### src/rtl/vx_tc_rf_reader.sv
// Tensor-core operand fetch: borrows the rs3 read port to burst-read N GPR rows and returns them packed.
// Optional TC_RF_READER_PERF_EN adds perf_rows / perf_steal_cycles counters.
module vx_tc_rf_reader #(
  parameter int NUM_THREADS = 4,
  parameter int XLEN        = 32,
  parameter int ADDRW       = 8,
  parameter int NR_BITS     = 5,
  parameter int MAX_REGS    = 8,
  parameter int CNTW        = $clog2(MAX_REGS + 1)
) (
  input  logic                                 clk,
  input  logic                                 reset,
  input  logic                                 req_valid,
  output logic                                 req_ready,
  input  logic [ADDRW-1:0]                     req_addr,
  input  logic [CNTW-1:0]                      req_count,
  output logic                                 tc_rf_valid,
  output logic [ADDRW-1:0]                     tc_rf_addr,
  input  logic [NUM_THREADS*XLEN-1:0]          tc_rf_data,
  output logic                                 rsp_valid,
  input  logic                                 rsp_ready,
  output logic [MAX_REGS*NUM_THREADS*XLEN-1:0] rsp_data,
  output logic                                 busy
`ifdef TC_RF_READER_PERF_EN
  ,
  output logic [31:0]                          perf_rows,
  output logic [31:0]                          perf_steal_cycles
`endif
);

  localparam int ROW_W = NUM_THREADS * XLEN;

  typedef enum logic [1:0] {IDLE, READ, DRAIN, RESP} state_e;

  state_e            state_q, state_d;
  logic [CNTW-1:0]   cnt_q, cnt_d;
  logic [CNTW-1:0]   idx_q, idx_d;
  logic [ADDRW-1:0]  addr_q, addr_d;
  logic              rfv_q;
  logic              clr_buf;
  logic              cap_vld_q;
  logic [CNTW-1:0]   cap_idx_q;
  logic              cap_x0_q;
  logic [ROW_W-1:0]  buf_q [MAX_REGS];

  function automatic logic [CNTW-1:0] clamp_count(input logic [CNTW-1:0] c);
    return (c > CNTW'(MAX_REGS)) ? CNTW'(MAX_REGS) : c;
  endfunction

  function automatic logic is_x0(input logic [ADDRW-1:0] a);
    return a[NR_BITS-1:0] == '0;
  endfunction

  // The operand stage does not zero x0 on the stolen port, so mask it here.
  function automatic logic [ROW_W-1:0] mask_row(input logic [ROW_W-1:0] d, input logic x0);
    return x0 ? '0 : d;
  endfunction

  assign req_ready   = (state_q == IDLE);
  assign busy        = (state_q != IDLE);
  assign rsp_valid   = (state_q == RESP);
  assign tc_rf_valid = rfv_q;
  assign tc_rf_addr  = addr_q;

  always_comb begin
    state_d = state_q;
    cnt_d   = cnt_q;
    idx_d   = idx_q;
    addr_d  = addr_q;
    clr_buf = 1'b0;
    case (state_q)
      IDLE: begin
        if (req_valid) begin
          cnt_d   = clamp_count(req_count);
          idx_d   = '0;
          addr_d  = req_addr;
          clr_buf = 1'b1;
          state_d = (clamp_count(req_count) == '0) ? RESP : READ;
        end
      end
      READ: begin
        if (idx_q == cnt_q - CNTW'(1)) begin
          state_d = DRAIN;
        end else begin
          idx_d  = idx_q + CNTW'(1);
          addr_d = addr_q + ADDRW'(1);
        end
      end
      DRAIN: state_d = RESP;
      RESP: begin
        if (rsp_ready) state_d = IDLE;
      end
      default: state_d = IDLE;
    endcase
  end

  // Issue stage: state, read address and the one-cycle capture shadow
  always_ff @(posedge clk) begin
    if (reset) begin
      state_q   <= IDLE;
      cnt_q     <= '0;
      idx_q     <= '0;
      addr_q    <= '0;
      rfv_q     <= 1'b0;
      cap_vld_q <= 1'b0;
      cap_idx_q <= '0;
      cap_x0_q  <= 1'b0;
    end else begin
      state_q   <= state_d;
      cnt_q     <= cnt_d;
      idx_q     <= idx_d;
      addr_q    <= addr_d;
      rfv_q     <= (state_d == READ);
      cap_vld_q <= rfv_q;
      cap_idx_q <= idx_q;
      cap_x0_q  <= is_x0(addr_q);
    end
  end

  // Capture stage: data returns one cycle after the address
  always_ff @(posedge clk) begin
    if (reset || clr_buf) begin
      for (int r = 0; r < MAX_REGS; r++) buf_q[r] <= '0;
    end else if (cap_vld_q) begin
      for (int r = 0; r < MAX_REGS; r++) begin
        if (cap_idx_q == CNTW'(r)) buf_q[r] <= mask_row(tc_rf_data, cap_x0_q);
      end
    end
  end

  always_comb begin
    rsp_data = '0;
    for (int r = 0; r < MAX_REGS; r++) rsp_data[r*ROW_W +: ROW_W] = buf_q[r];
  end

`ifdef TC_RF_READER_PERF_EN
  logic [31:0] perf_rows_q, perf_steal_q;

  always_ff @(posedge clk) begin
    if (reset) begin
      perf_rows_q  <= '0;
      perf_steal_q <= '0;
    end else begin
      if (cap_vld_q) perf_rows_q <= perf_rows_q + 32'd1;
      if (rfv_q) perf_steal_q <= perf_steal_q + 32'd1;
    end
  end

  assign perf_rows         = perf_rows_q;
  assign perf_steal_cycles = perf_steal_q;
`endif

endmodule
### config.mk
export PLATFORM = sky130hd
export DESIGN_NAME = vx_tc_rf_reader
export DESIGN_NICKNAME = d
export VERILOG_FILES = /design/src/rtl/vx_tc_rf_reader.sv
export SDC_FILE = /design/constraint.sdc
export NUM_CORES = 1
export LEC_CHECK = 0
export ABC_AREA = 0
export BUFFER_PORTS_ARGS = -buffer_cell sky130_fd_sc_hd__buf_2
export CORE_AREA = 2 2 460 462
export CTS_BUF_LIST = sky130_fd_sc_hd__clkbuf_4
export CTS_CLUSTER_SIZE = 14
export DETAILED_ROUTE_END_ITERATION = 8
export DIE_AREA = 0 0 462 464
export HOLD_SLACK_MARGIN = 0.02
export SETUP_SLACK_MARGIN = 0.5
export SKIP_CTS_REPAIR_TIMING = 1
export SLEW_MARGIN = 20
export SYNTH_ARGS = -nofsm -noshare
export SYNTH_HDL_FRONTEND = slang
export SYNTH_SLANG_ARGS = --single-unit
### constraint.sdc
create_clock -name clk -period 6.33 [get_ports clk]
set_input_delay 0.633 -clock clk [delete_from_list [all_inputs] [get_ports clk]]
set_output_delay 0.633 -clock clk [all_outputs]
set_load 0.005 [all_outputs]
; After elaboration in Yosys (flattened, before gate mapping)
; Memory sizes are Yosys's and may differ from the RTL's.
; Cells that the tools add are included.
[classes]
mux = 57
magnitude_cmp = 1
add_sub_neg = 3
n_eq_ne = 14
n_bitwise = 8
reduce_logical = 9
[op_table]
columns = cell, count
row1 = $mux W128, 9
row2 = $mux W1, 36
row3 = $eq A4 B3 Y1 const B, 4
row4 = $mux W8, 2
row5 = $pmux W8 S2, 1
row6 = $mux W4, 3
row7 = $add A8 B1 Y8 const B, 1
row8 = $eq A4 B2 Y1 const B, 2
row9 = $logic_not A4 Y1, 2
row10 = $mux W2, 4
row11 = $or A1 B1 Y1, 8
row12 = $pmux W2 S4, 1
row13 = $pmux W4 S2, 1
row14 = $logic_not A5 Y1, 1
row15 = $add A4 B1 Y4 const B, 1
row16 = $eq A2 B1 Y1 const B, 2
row17 = $eq A2 B2 Y1 const B, 2
row18 = $eq A4 B1 Y1 const B, 1
row19 = $eq A4 B4 Y1, 1
row20 = $gt A4 B4 Y1 const B, 1
row21 = $ne A2 B2 Y1 const B, 2
row22 = $reduce_bool A2 Y1, 2
row23 = $sub A4 B1 Y4 const B, 1
row24 = $reduce_and A3 Y1, 1
row25 = 3 further kinds, 3
[word_totals]
out_inout_bits = 1036
inputBits = 144
n_memories = 1
mem_bits_rw = 1024
regBits = 25
[memory_table]
columns = memory, words, width, read_ports, rd_ports_with_merged_regs, wr, line
row1 = buf_q, 8, 128, 8, 0, 8, 44  ; logic [ROW_W-1:0] buf_q [MAX_REGS];

; Depth between registers and ports, before layout
; Gate-level depths: netlist of the first run.
[logic_depth]
word_depth = 7
depth_mapped = 8

; Worst setup path after synthesis of the first run
; Ideal clock, no wire load.
[synth_path]
path_type = input to register
from = input port req_valid
to = memory buf_q[0][0] (netlist name) (enable)
setup_slack_ns = 1.846
required_time_ns = 5.222
cell_stages = 4
arrival_time_ns = 3.376
cell_sequence = and2_0 > nor2_1 > clkbuf_1 > nand2_1
[synth_rtl]
columns = element, line
row1 = start: declaration, 13  ; input logic req_valid,
row2 = end: declaration, 44

==> flow_metrics.env, run 1 <==
export IMPL_drt_wl_total_um=170500
export IMPL_p_int_mw=12.17
export IMPL_path_clk_slew_ns=0.06
export IMPL_yosys_warnings=0
export IMPL_async_flop_share_pct=0
export IMPL_finalPower_mw=16.76
export IMPL_max_clock_path_buffers=4
export IMPL_p_per_area_nw_per_um2=329.5
export IMPL_power_share_clock_pct=37.3
export IMPL_grt_max_degree=86
export IMPL_die_area_um2=214400
export IMPL_drc_errors=0
export IMPL_cp_max_fo=47
export IMPL_reg2regPathDepth=6
export IMPL_hold_ws_ns=0.1424
export IMPL_hold_viol=0
export IMPL_synth_edf_count=1024
export IMPL_cp_end_kind="flip-flop"
export IMPL_syn_inst=2327
export IMPL_ctsRootBufferMaster="clkbuf_4"
export IMPL_cts_tree="built"
export IMPL_syn_num_nets=2475
export IMPL_num_io_pins=1180
export IMPL_slew_violations=0
export IMPL_sw_frac_of_total_pct=27.34
export IMPL_place_congestion=0.8275
export IMPL_crit_chain="nor2_1 > and2_0 > nor3_2 > buf_4 > nand2_1 > nor2_1"
export IMPL_grt_pass1_vias=26773
export IMPL_min_to="buf_q[0][464]"
export IMPL_grt_pass1_wl_um=221700
export IMPL_dp_hpwl_um=119600
export IMPL_drv_cap=0
export IMPL_worstHoldPathCells=3
export IMPL_ff2ff_setup_slack_ns=2.59
export IMPL_fin_crit_sh_pct=59.12
export IMPL_slowest_delay_ns=0.74
export IMPL_port_buffers=1179
export IMPL_htree_levels=5
export IMPL_hp_class="primary input to flip-flop"
export IMPL_crit_required_ns=7.37
export IMPL_ys_flop_type="edfxtp_1"
export IMPL_min_period_ns=3.743
export IMPL_timing_critical_path_from="state_q[0]"
export IMPL_cp_arrival_ns=4.78
export IMPL_synth_avg_cell_area_um2=15.65
export IMPL_cp_common_cell="nor2_1"
export IMPL_crit_slowest_cell="buf_4"
export IMPL_rsz0062_at_grt="false"
export IMPL_reg2reg_from="state_q[0]"
export IMPL_start_kind="flip-flop"
export IMPL_row_count=168
export IMPL_final_core_util_pct=24.32
export IMPL_start_util_pct=17.42
export IMPL_slew_headroom_pct=30.98
export IMPL_ys_ff_latch=1049
export IMPL_grt_overflow=0
export IMPL_cts_inserted_buffers=300
export IMPL_status="completed"
export IMPL_leakagePower_nw=21.95
export IMPL_die_h_um=464
export IMPL_syn_area_um2=36420
export IMPL_r2r_end="buf_q[0][0]"
export IMPL_yosysSeqAreaShare_pct=85.80
export IMPL_drive_above_1_share_pct=41.47
export IMPL_clock_latency_ns=1.29
export IMPL_drtIter0Drc=2042
export IMPL_seq_power_share_pct=51.3
export IMPL_finalSetupViolCount=0
export IMPL_fin_skew_ns=0.1436
export IMPL_peakVddDrop_mv=0.2019
export IMPL_fmax_mhz=267.2
export IMPL_grt_antenna_before_repair=44
export IMPL_drtPass1Iterations=5
export IMPL_critPathKind="flip-flop to flip-flop"
export IMPL_die_w_um=462
export IMPL_vias_per_cell=3.879
export IMPL_areaGrowthSynthToFinish_pct=39.62
export IMPL_power_frac_comb_pct=11.5
export IMPL_wl_per_cell_um=24.75
export IMPL_n_fill_cell=21957
export IMPL_worst_slew_pin_slew_ns=1.033
export IMPL_final_antenna_net_count=0
export IMPL_p_switching_mw=4.581
export IMPL_grt_total_usage_pct=15.25
export IMPL_cts_sinks=1049
export IMPL_coreArea_um2=209200
export IMPL_nets=4011
export IMPL_fin_tns_setup_ns=0
export IMPL_num_vias=26723
export IMPL_synth_distinct_cells=46
export IMPL_holdCritStartpoint="tc_rf_data[80]"
==> sequential cells by signal, indices dropped and copies added (netlist names) <==
register and flops:
tc_rf_addr 8, idx_q 4, cap_idx_q 4, cap_vld_q 1, cap_x0_q 1, buf_q 1024, cnt_q 4, state_q 2
tc_rf_valid 1
==> cell usage after synthesis, types with 3 or more instances <==
master	count	area, um^2
ha_1	4	50.05
buf_2	14	70.07
xnor2_1	5	43.79
edfxtp_1	1024	30750
nand2_1	156	585.6
nand3b_1	5	37.54
nand3_1	6	30.03
nor2b_1	8	50.05
clkbuf_1	91	341.6
dfxtp_1	25	500.5
inv_1	137	514.2
and2_1	4	25.02
nor2_1	777	2917
o21ai_0	5	25.02
nor3_1	5	25.02
a21oi_1	16	80.08
a21o_1	3	22.52
o211ai_1	5	37.54
o31ai_1	3	22.52
==> worst max-delay path, delay by kind of cell, from the launching register on <==
kind | cells | cell delay [ns]
buf+inv | 1 | 0.74
simple gates | 5 | 2.34
flops | 1 | 0.46
==> layer usage <==
metal  part of all wire [%]  track usage (%)  wire [um]
met1                     38            17.47      64910
met2                     46            24.11      78380
met3                     11            6.656      19180
met4                    4.6            7.586       7901
met5                  0.082                0        139
==> power groups by stage <==
stage	clock (mW)	sequential, mW	combinational, mW
finish	6.24	8.59	1.92
global route	6.81	8.64	2.07
CTS	6.45	8.60	1.91
detailed placement	0	8.74	1.91
global placement	0	8.73	1.90
floorplan	0	8.80	0.442
==> cells by family after synthesis <==
logic type      synth area share, %
simple gates                  10.39
buf+inv                       2.594
mux                         0.02748
compound gates               0.8451
fa+ha+maj                    0.1374
xor+xnor                     0.2095
flops                         85.80
==> stage by stage <==
stage	cell area, um^2	std cells	setup WS, ns
4_1_cts	49550	6737	2.554
2_1_floorplan	36420	2327	1.846
3_3_place_gp	45940	6242	2.412
3_5_place_dp	45940	6242	2.357
6_report	50860	6889	2.587
5_1_grt	50820	6873	2.285
==> cell usage in the layout, fill, tap and decap left out, drive strengths merged, types with 2 or more instances in the layout <==
master	count
dfxtp	25
nand2b	2
inv	143
or3	3
dlygate4sd3	124
xnor2	5
a21o	3
nand3b	5
clkbuf	417
a211oi	3
nor2	777
and2	5
nand4	2
clkinv	65
nand3	6
buf	1218
ha	4
nor3	5
nor4	2
bufinv	6
o211ai	5
edfxtp	1024
diode	28
o21ai	6
a21oi	17
nor2b	8
nand2	156
o31ai	3
nor3b	2
==> cell type report <==
class	instances	area [um^2]	share of cell area (%)
sequential	1049	31250	61.45
timing repair buffer	1342	7572	14.89
multi-input combinational	1033	4337	8.527
tap	2805	3510	6.901
clock buffer	417	3131	6.156
inverter	137	514.2	1.011
clock inverter	78	473.0	0.9300
antenna	28	70.07	0.1378
==> worst max path at each step <==
stage                          to  slack [ns]  cells after the start
floorplan             buf_q[0][0]        1.85                      4
global placement    buf_q[0][393]        2.41                      6
detailed placement  buf_q[1][177]        2.36                      6
CTS                  buf_q[1][49]        2.55                      6
global route        buf_q[0][384]        2.28                      6
finish                buf_q[0][0]        2.59                      6
No activity file was read; power rests on OpenSTA's default activity.
==> run 2: changes to the inputs <==
- ABC_AREA: 0 -> 1
- CORE_AREA: 2 2 460 462 -> 2 2 464 466
- DIE_AREA: 0 0 462 464 -> 0 0 466 468
- clock period: 6.33 -> 3.4 ns (I/O delays scaled with it)
==> flow_metrics.env, run 2 <==
export IMPL_yosys_area_share_simple_pct=12.08
export IMPL_yosysSeqAreaShare_pct=84.38
export IMPL_synth_mux_area_share_pct=0
export IMPL_port_buffers=1179
export IMPL_final_antenna_net_count=0
export IMPL_cts_tree="built"
export IMPL_start_util_pct=17.36
export IMPL_dp_hpwl_um=121200
export IMPL_leakagePower_nw=23.09
export IMPL_drive_above_1_share_pct=42.82
export IMPL_grt_max_degree=79
export IMPL_grt_antenna_before_repair=36
export IMPL_status="completed"
export IMPL_htree_levels=5
export IMPL_synth_top_cell_by_area="edfxtp_1"
export IMPL_start_kind="flip-flop"
export IMPL_coreArea_um2=213300
export IMPL_final_cell_mix="1179 x buf_2, 1024 x edfxtp_1, 789 x nor2_1"
export IMPL_syn_area_um2=37040
export IMPL_synth_compound_area_share_pct=0.4088
export IMPL_synth_distinct_cells=29
export IMPL_grt_pass1_vias=26542
export IMPL_largest_register_ffs=1024
export IMPL_syn_num_nets=2518
export IMPL_fmax_mhz=387.3
export IMPL_drc_errors=0
export IMPL_cts_sinks=1049
export IMPL_rsz0062_at_grt="false"
export IMPL_yosys_top_cells_count="1024 x edfxtp_1, 789 x nor2_1, 159 x inv_1, 118 x nand2_1, 88 x clkbuf_1"
export IMPL_slew_violations=0
export IMPL_critPathKind="flip-flop to flip-flop"
export IMPL_min_period_ns=2.582
export IMPL_row_count=170
export IMPL_hold_viol=0
export IMPL_synth_xor_area_share_pct=0.07095
export IMPL_ctsRootBufferMaster="clkbuf_4"
export IMPL_num_vias=27836
export IMPL_cts_inserted_buffers=296
export IMPL_clock_latency_ns=1.28
export IMPL_areaGrowthSynthToFinish_pct=42.76
export IMPL_vias_per_cell=3.936
export IMPL_place_congestion=0.8392
export IMPL_fin_tns_setup_ns=0
export IMPL_synthAdderAreaFrac_pct=0.1351
export IMPL_netlist_area_leader_share_pct=83.03
export IMPL_ys_flop_type="edfxtp_1"
export IMPL_cp_arrival_ns=3.35
export IMPL_max_clock_path_buffers=4
export IMPL_die_h_um=468
export IMPL_grt_total_usage_pct=14.61
export IMPL_synth_edf_count=1024
export IMPL_num_io_pins=1180
export IMPL_crit_required_ns=4.17
export IMPL_hold_ws_ns=0.1098
export IMPL_cp_end_kind="flip-flop"
export IMPL_synth_top_family_by_area="simple AND/OR/NAND/NOR gates"
export IMPL_yosys_warnings=0
export IMPL_fin_crit_sh_pct=75.94
export IMPL_p_per_area_nw_per_um2=619.1
export IMPL_worst_slew_pin_slew_ns=1.055
export IMPL_finalSetupViolCount=0
export IMPL_async_flop_share_pct=0
export IMPL_grt_pass1_wl_um=218300
export IMPL_synth_avg_cell_area_um2=15.63
export IMPL_peakVddDrop_mv=0.3879
export IMPL_cp_max_fo=36
export IMPL_drtIter0Drc=2523
export IMPL_syn_inst=2370
export IMPL_finalPower_mw=32.73
export IMPL_fin_skew_ns=0.1137
export IMPL_path_clk_slew_ns=0.07
export IMPL_drtPass1Iterations=5
export IMPL_regMostFlops="buf_q"
export IMPL_nets=4186
export IMPL_slew_headroom_pct=29.39
export IMPL_synth_area_leaders="edfxtp_1 83%, nor2_1 8.0%, nand2_4 2.1%"
export IMPL_grt_overflow=0
export IMPL_die_area_um2=218100
export IMPL_drv_cap=0
export IMPL_hp_class="primary input to flip-flop"
export IMPL_synth_most_common_cell="edfxtp_1"
export IMPL_wl_per_cell_um=24.06
export IMPL_die_w_um=466
export IMPL_ys_ff_latch=1049
export IMPL_drt_wl_total_um=170200
export IMPL_layout_commonest_cell="buf_2"
-- run 2: cell count changes after synthesis, moves of 11 or more --
cell / before / now
nand2_4: 0 / 70
nand2_1: 156 / 118
inv_1: 137 / 159
nand3_1: 6 / 25
buf_2: 14 / 2
nor2_1: 777 / 789
nand2_2: 0 / 11
-- run 2: metal layers --
metal	up-vias	global-route usage, %	part of all wire, %	routed length [um]
met3	421	5.075	11	17920
met4	20	6.400	4.1	7023
met1	13676	17.65	39	65880
li1	11596	-	-	-
met2	2123	23.45	47	79240
met5	-	0	0.081	138
-- run 2: cell families after synthesis --
logic type / after synthesis
flops: 1049
compound gates: 26
buf+inv: 265
fa+ha+maj: 4
xor+xnor: 3
simple gates: 1023
-- run 2: final cells by class --
| type | count | area (um^2) |
|---|---|---|
| well taps | 2838 | 3551 |
| multi-input cells | 1056 | 4877 |
| clock buffers | 421 | 3161 |
| inverters | 161 | 604.3 |
| diodes | 20 | 50.05 |
| repair buffers | 1474 | 9024 |
| clock inverters | 54 | 354.1 |
| fillers | 22251 | 160500 |
| flip-flops and latches | 1049 | 31250 |
-- run 2: per-stage QoR --
step	area [um^2]	utilization (%)	cells	setup slack, ns
CTS	50680	23.76	6839	0.6167
global route	52850	24.77	7066	0.7008
detailed placement	47170	22.11	6364	0.5478
global placement	47170	22.11	6364	0.5672
finish	52870	24.78	7073	0.8181
floorplan	37090	-	2370	0.2410
-- run 2: critical path: stages (launching register included) --
cell and delay, ns:
dfxtp_1 0.33, inv_1 0.11, nand2_2 0.09, nor2_4 0.17, nor2_8 0.06, buf_4 0.25, o21ai_4 0.37, buf_4 0.68
-- run 2: where the power goes --
part / internal, mW / total, mW / leakage (nW) / switching, mW
registers: 15.9 / 16.4 / 11.3 / 0.548
clock network: 6.01 / 11.4 / 2.12 / 5.42
logic: 1.54 / 4.87 / 9.71 / 3.34
total: 23.4 / 32.7 / 23.1 / 9.30
-- run 2: worst paths after layout --
kind / from / endpoint / slack [ns] / depth (start not counted)
setup / recovery: state_q[0] / buf_q[1][406] / 0.82 / 7
hold / removal: tc_rf_data[92] / buf_q[1][92] / 0.11 / 4
setup reg to reg: state_q[0] / buf_q[1][406] / 0.82 / 7
hold reg to reg: tc_rf_valid / cap_vld_q / 0.42 / 2
==> run 3: changes to the inputs <==
- clock period: 3.4 -> 2.35 ns (I/O delays scaled with it)
==> flow_metrics.env, run 3 (synthesis results as in run 2) <==
export IMPL_peakVddDrop_mv=0.6116
export IMPL_vias_per_cell=3.944
export IMPL_slew_headroom_pct=43.40
export IMPL_path_clk_slew_ns=0.07
export IMPL_critPathKind="flip-flop to primary output"
export IMPL_hold_viol=0
export IMPL_start_util_pct=17.36
export IMPL_crit_chain="buf_2"
export IMPL_cp_max_fo=1
export IMPL_dp_hpwl_um=124000
export IMPL_die_w_um=466
export IMPL_die_h_um=468
export IMPL_fin_area_um2=56490
export IMPL_worst_slew_pin_slew_ns=0.8490
export IMPL_cts_tree="built"
export IMPL_htree_levels=5
export IMPL_row_count=170
export IMPL_rsz0062_at_grt="true"
export IMPL_clock_latency_ns=1.27
export IMPL_ctsRootBufferMaster="clkbuf_4"
export IMPL_final_cell_mix="1118 x buf_2, 1024 x edfxtp_1, 728 x nor2_1"
export IMPL_drv_cap=0
export IMPL_die_area_um2=218100
export IMPL_fin_skew_ns=0.1386
export IMPL_place_area_um2=47970
export IMPL_cp_arrival_ns=2.00
export IMPL_cts_inserted_buffers=301
export IMPL_num_vias=28751
export IMPL_ff2ff_setup_slack_ns=0.23
export IMPL_grt_overflow=0
export IMPL_fmax_mhz=448.4
export IMPL_cp_end_kind="primary output"
export IMPL_crit_slowest_cell="edfxtp_1"
export IMPL_drtIter0Drc=2702
export IMPL_cts_sinks=1049
export IMPL_reg2reg_from="state_q[0]"
export IMPL_hp_class="primary input to flip-flop"
export IMPL_final_antenna_net_count=0
export IMPL_fin_tns_setup_ns=0
export IMPL_start_kind="flip-flop"
export IMPL_timing_critical_path_from="buf_q[1][184]"
export IMPL_grt_total_usage_pct=14.80
export IMPL_cp_num_buf_inv=1
export IMPL_grt_pass1_vias=26914
export IMPL_grt_max_degree=91
export IMPL_grt_pass1_wl_um=221200
export IMPL_wl_per_cell_um=24.75
export IMPL_largest_register_ffs=1024
export IMPL_n_fill_cell=21912
export IMPL_num_io_pins=1180
export IMPL_drt_wl_total_um=180400
export IMPL_slew_violations=0
export IMPL_max_clock_path_buffers=4
export IMPL_drtPass1Iterations=5
export IMPL_crit_required_ns=2.12
export IMPL_coreArea_um2=213300
export IMPL_nets=4392
export IMPL_slowest_delay_ns=0.55
export IMPL_port_buffers=1179
export IMPL_drc_errors=0
export IMPL_holdCritStartpoint="tc_rf_data[43]"
export IMPL_areaGrowthSynthToFinish_pct=52.53
export IMPL_leakagePower_nw=24.48
export IMPL_finalSetupViolCount=0
export IMPL_regMostFlops="buf_q"
export IMPL_place_congestion=0.8460
export IMPL_p_per_area_nw_per_um2=869.9
export IMPL_drive_above_1_share_pct=46.18
export IMPL_status="completed"
export IMPL_grt_antenna_before_repair=35
export IMPL_min_period_ns=2.230
export IMPL_fin_crit_sh_pct=94.90
export IMPL_critPathTopFamily="flip-flops"
export IMPL_layout_commonest_cell="buf_2"
-- run 3: cell count changes in the layout (fill, tap and decap cells not counted), sizes merged, moves of 3 or more --
| cell | delta |
|---|---|
| bufinv | +3 |
| dlygate4sd3 | +58 |
| clkbuf | -7 |
| buf | +130 |
| diode | +3 |
| clkinv | +27 |
-- run 3: path summary, 6_finish.rpt --
check	cells after the start	end
worst max-delay path	1	rsp_data[696]
worst min-delay path	4	buf_q[1][43]
worst max register to register	9	buf_q[1][433]
worst min register to register	2	cap_vld_q
-- run 3: final cells by class --
class                   count  area (um^2)  share of cell area, %
clock inverters            85        564.3                 0.9989
well taps                2838         3551                  6.286
inverters                 161        626.9                  1.110
flip-flops and latches   1049        31270                  55.36
multi-input cells        1057         5523                  9.777
clock buffers             402         3018                  5.342
diodes                     23        57.56                 0.1019
repair buffers           1674        11880                  21.03
-- run 3: stage by stage --
stage               setup slack (ns)  power [mW]  util [%]  hold slack, ns  instances
floorplan                    -0.7075       25.98         -          0.3186       2370
global placement            -0.04261       31.25     22.49          0.4176       6434
detailed placement           0.01139       31.27     22.49          0.4178       6434
CTS                          -0.1919       48.34     24.16         -0.8912       6921
global route                 -0.1029       51.19     26.47        0.009055       7281
finish                        0.1199       49.14     26.48          0.1351       7289
-- run 3: metal layers --
layer	wire, um	track usage [%]	up-vias
met5	92	0	-
met4	7133	6.120	14
met1	70060	18.04	14153
met2	83110	23.31	2123
li1	-	-	12056
met3	19990	5.742	405
-- run 3: power by group --
part | leakage (nW) | internal [mW] | switching [mW]
logic | 11.1 | 3.16 | 5.23
clock network | 2.15 | 8.78 | 8.14
registers | 11.3 | 23.0 | 0.852
total | 24.5 | 34.9 | 14.2
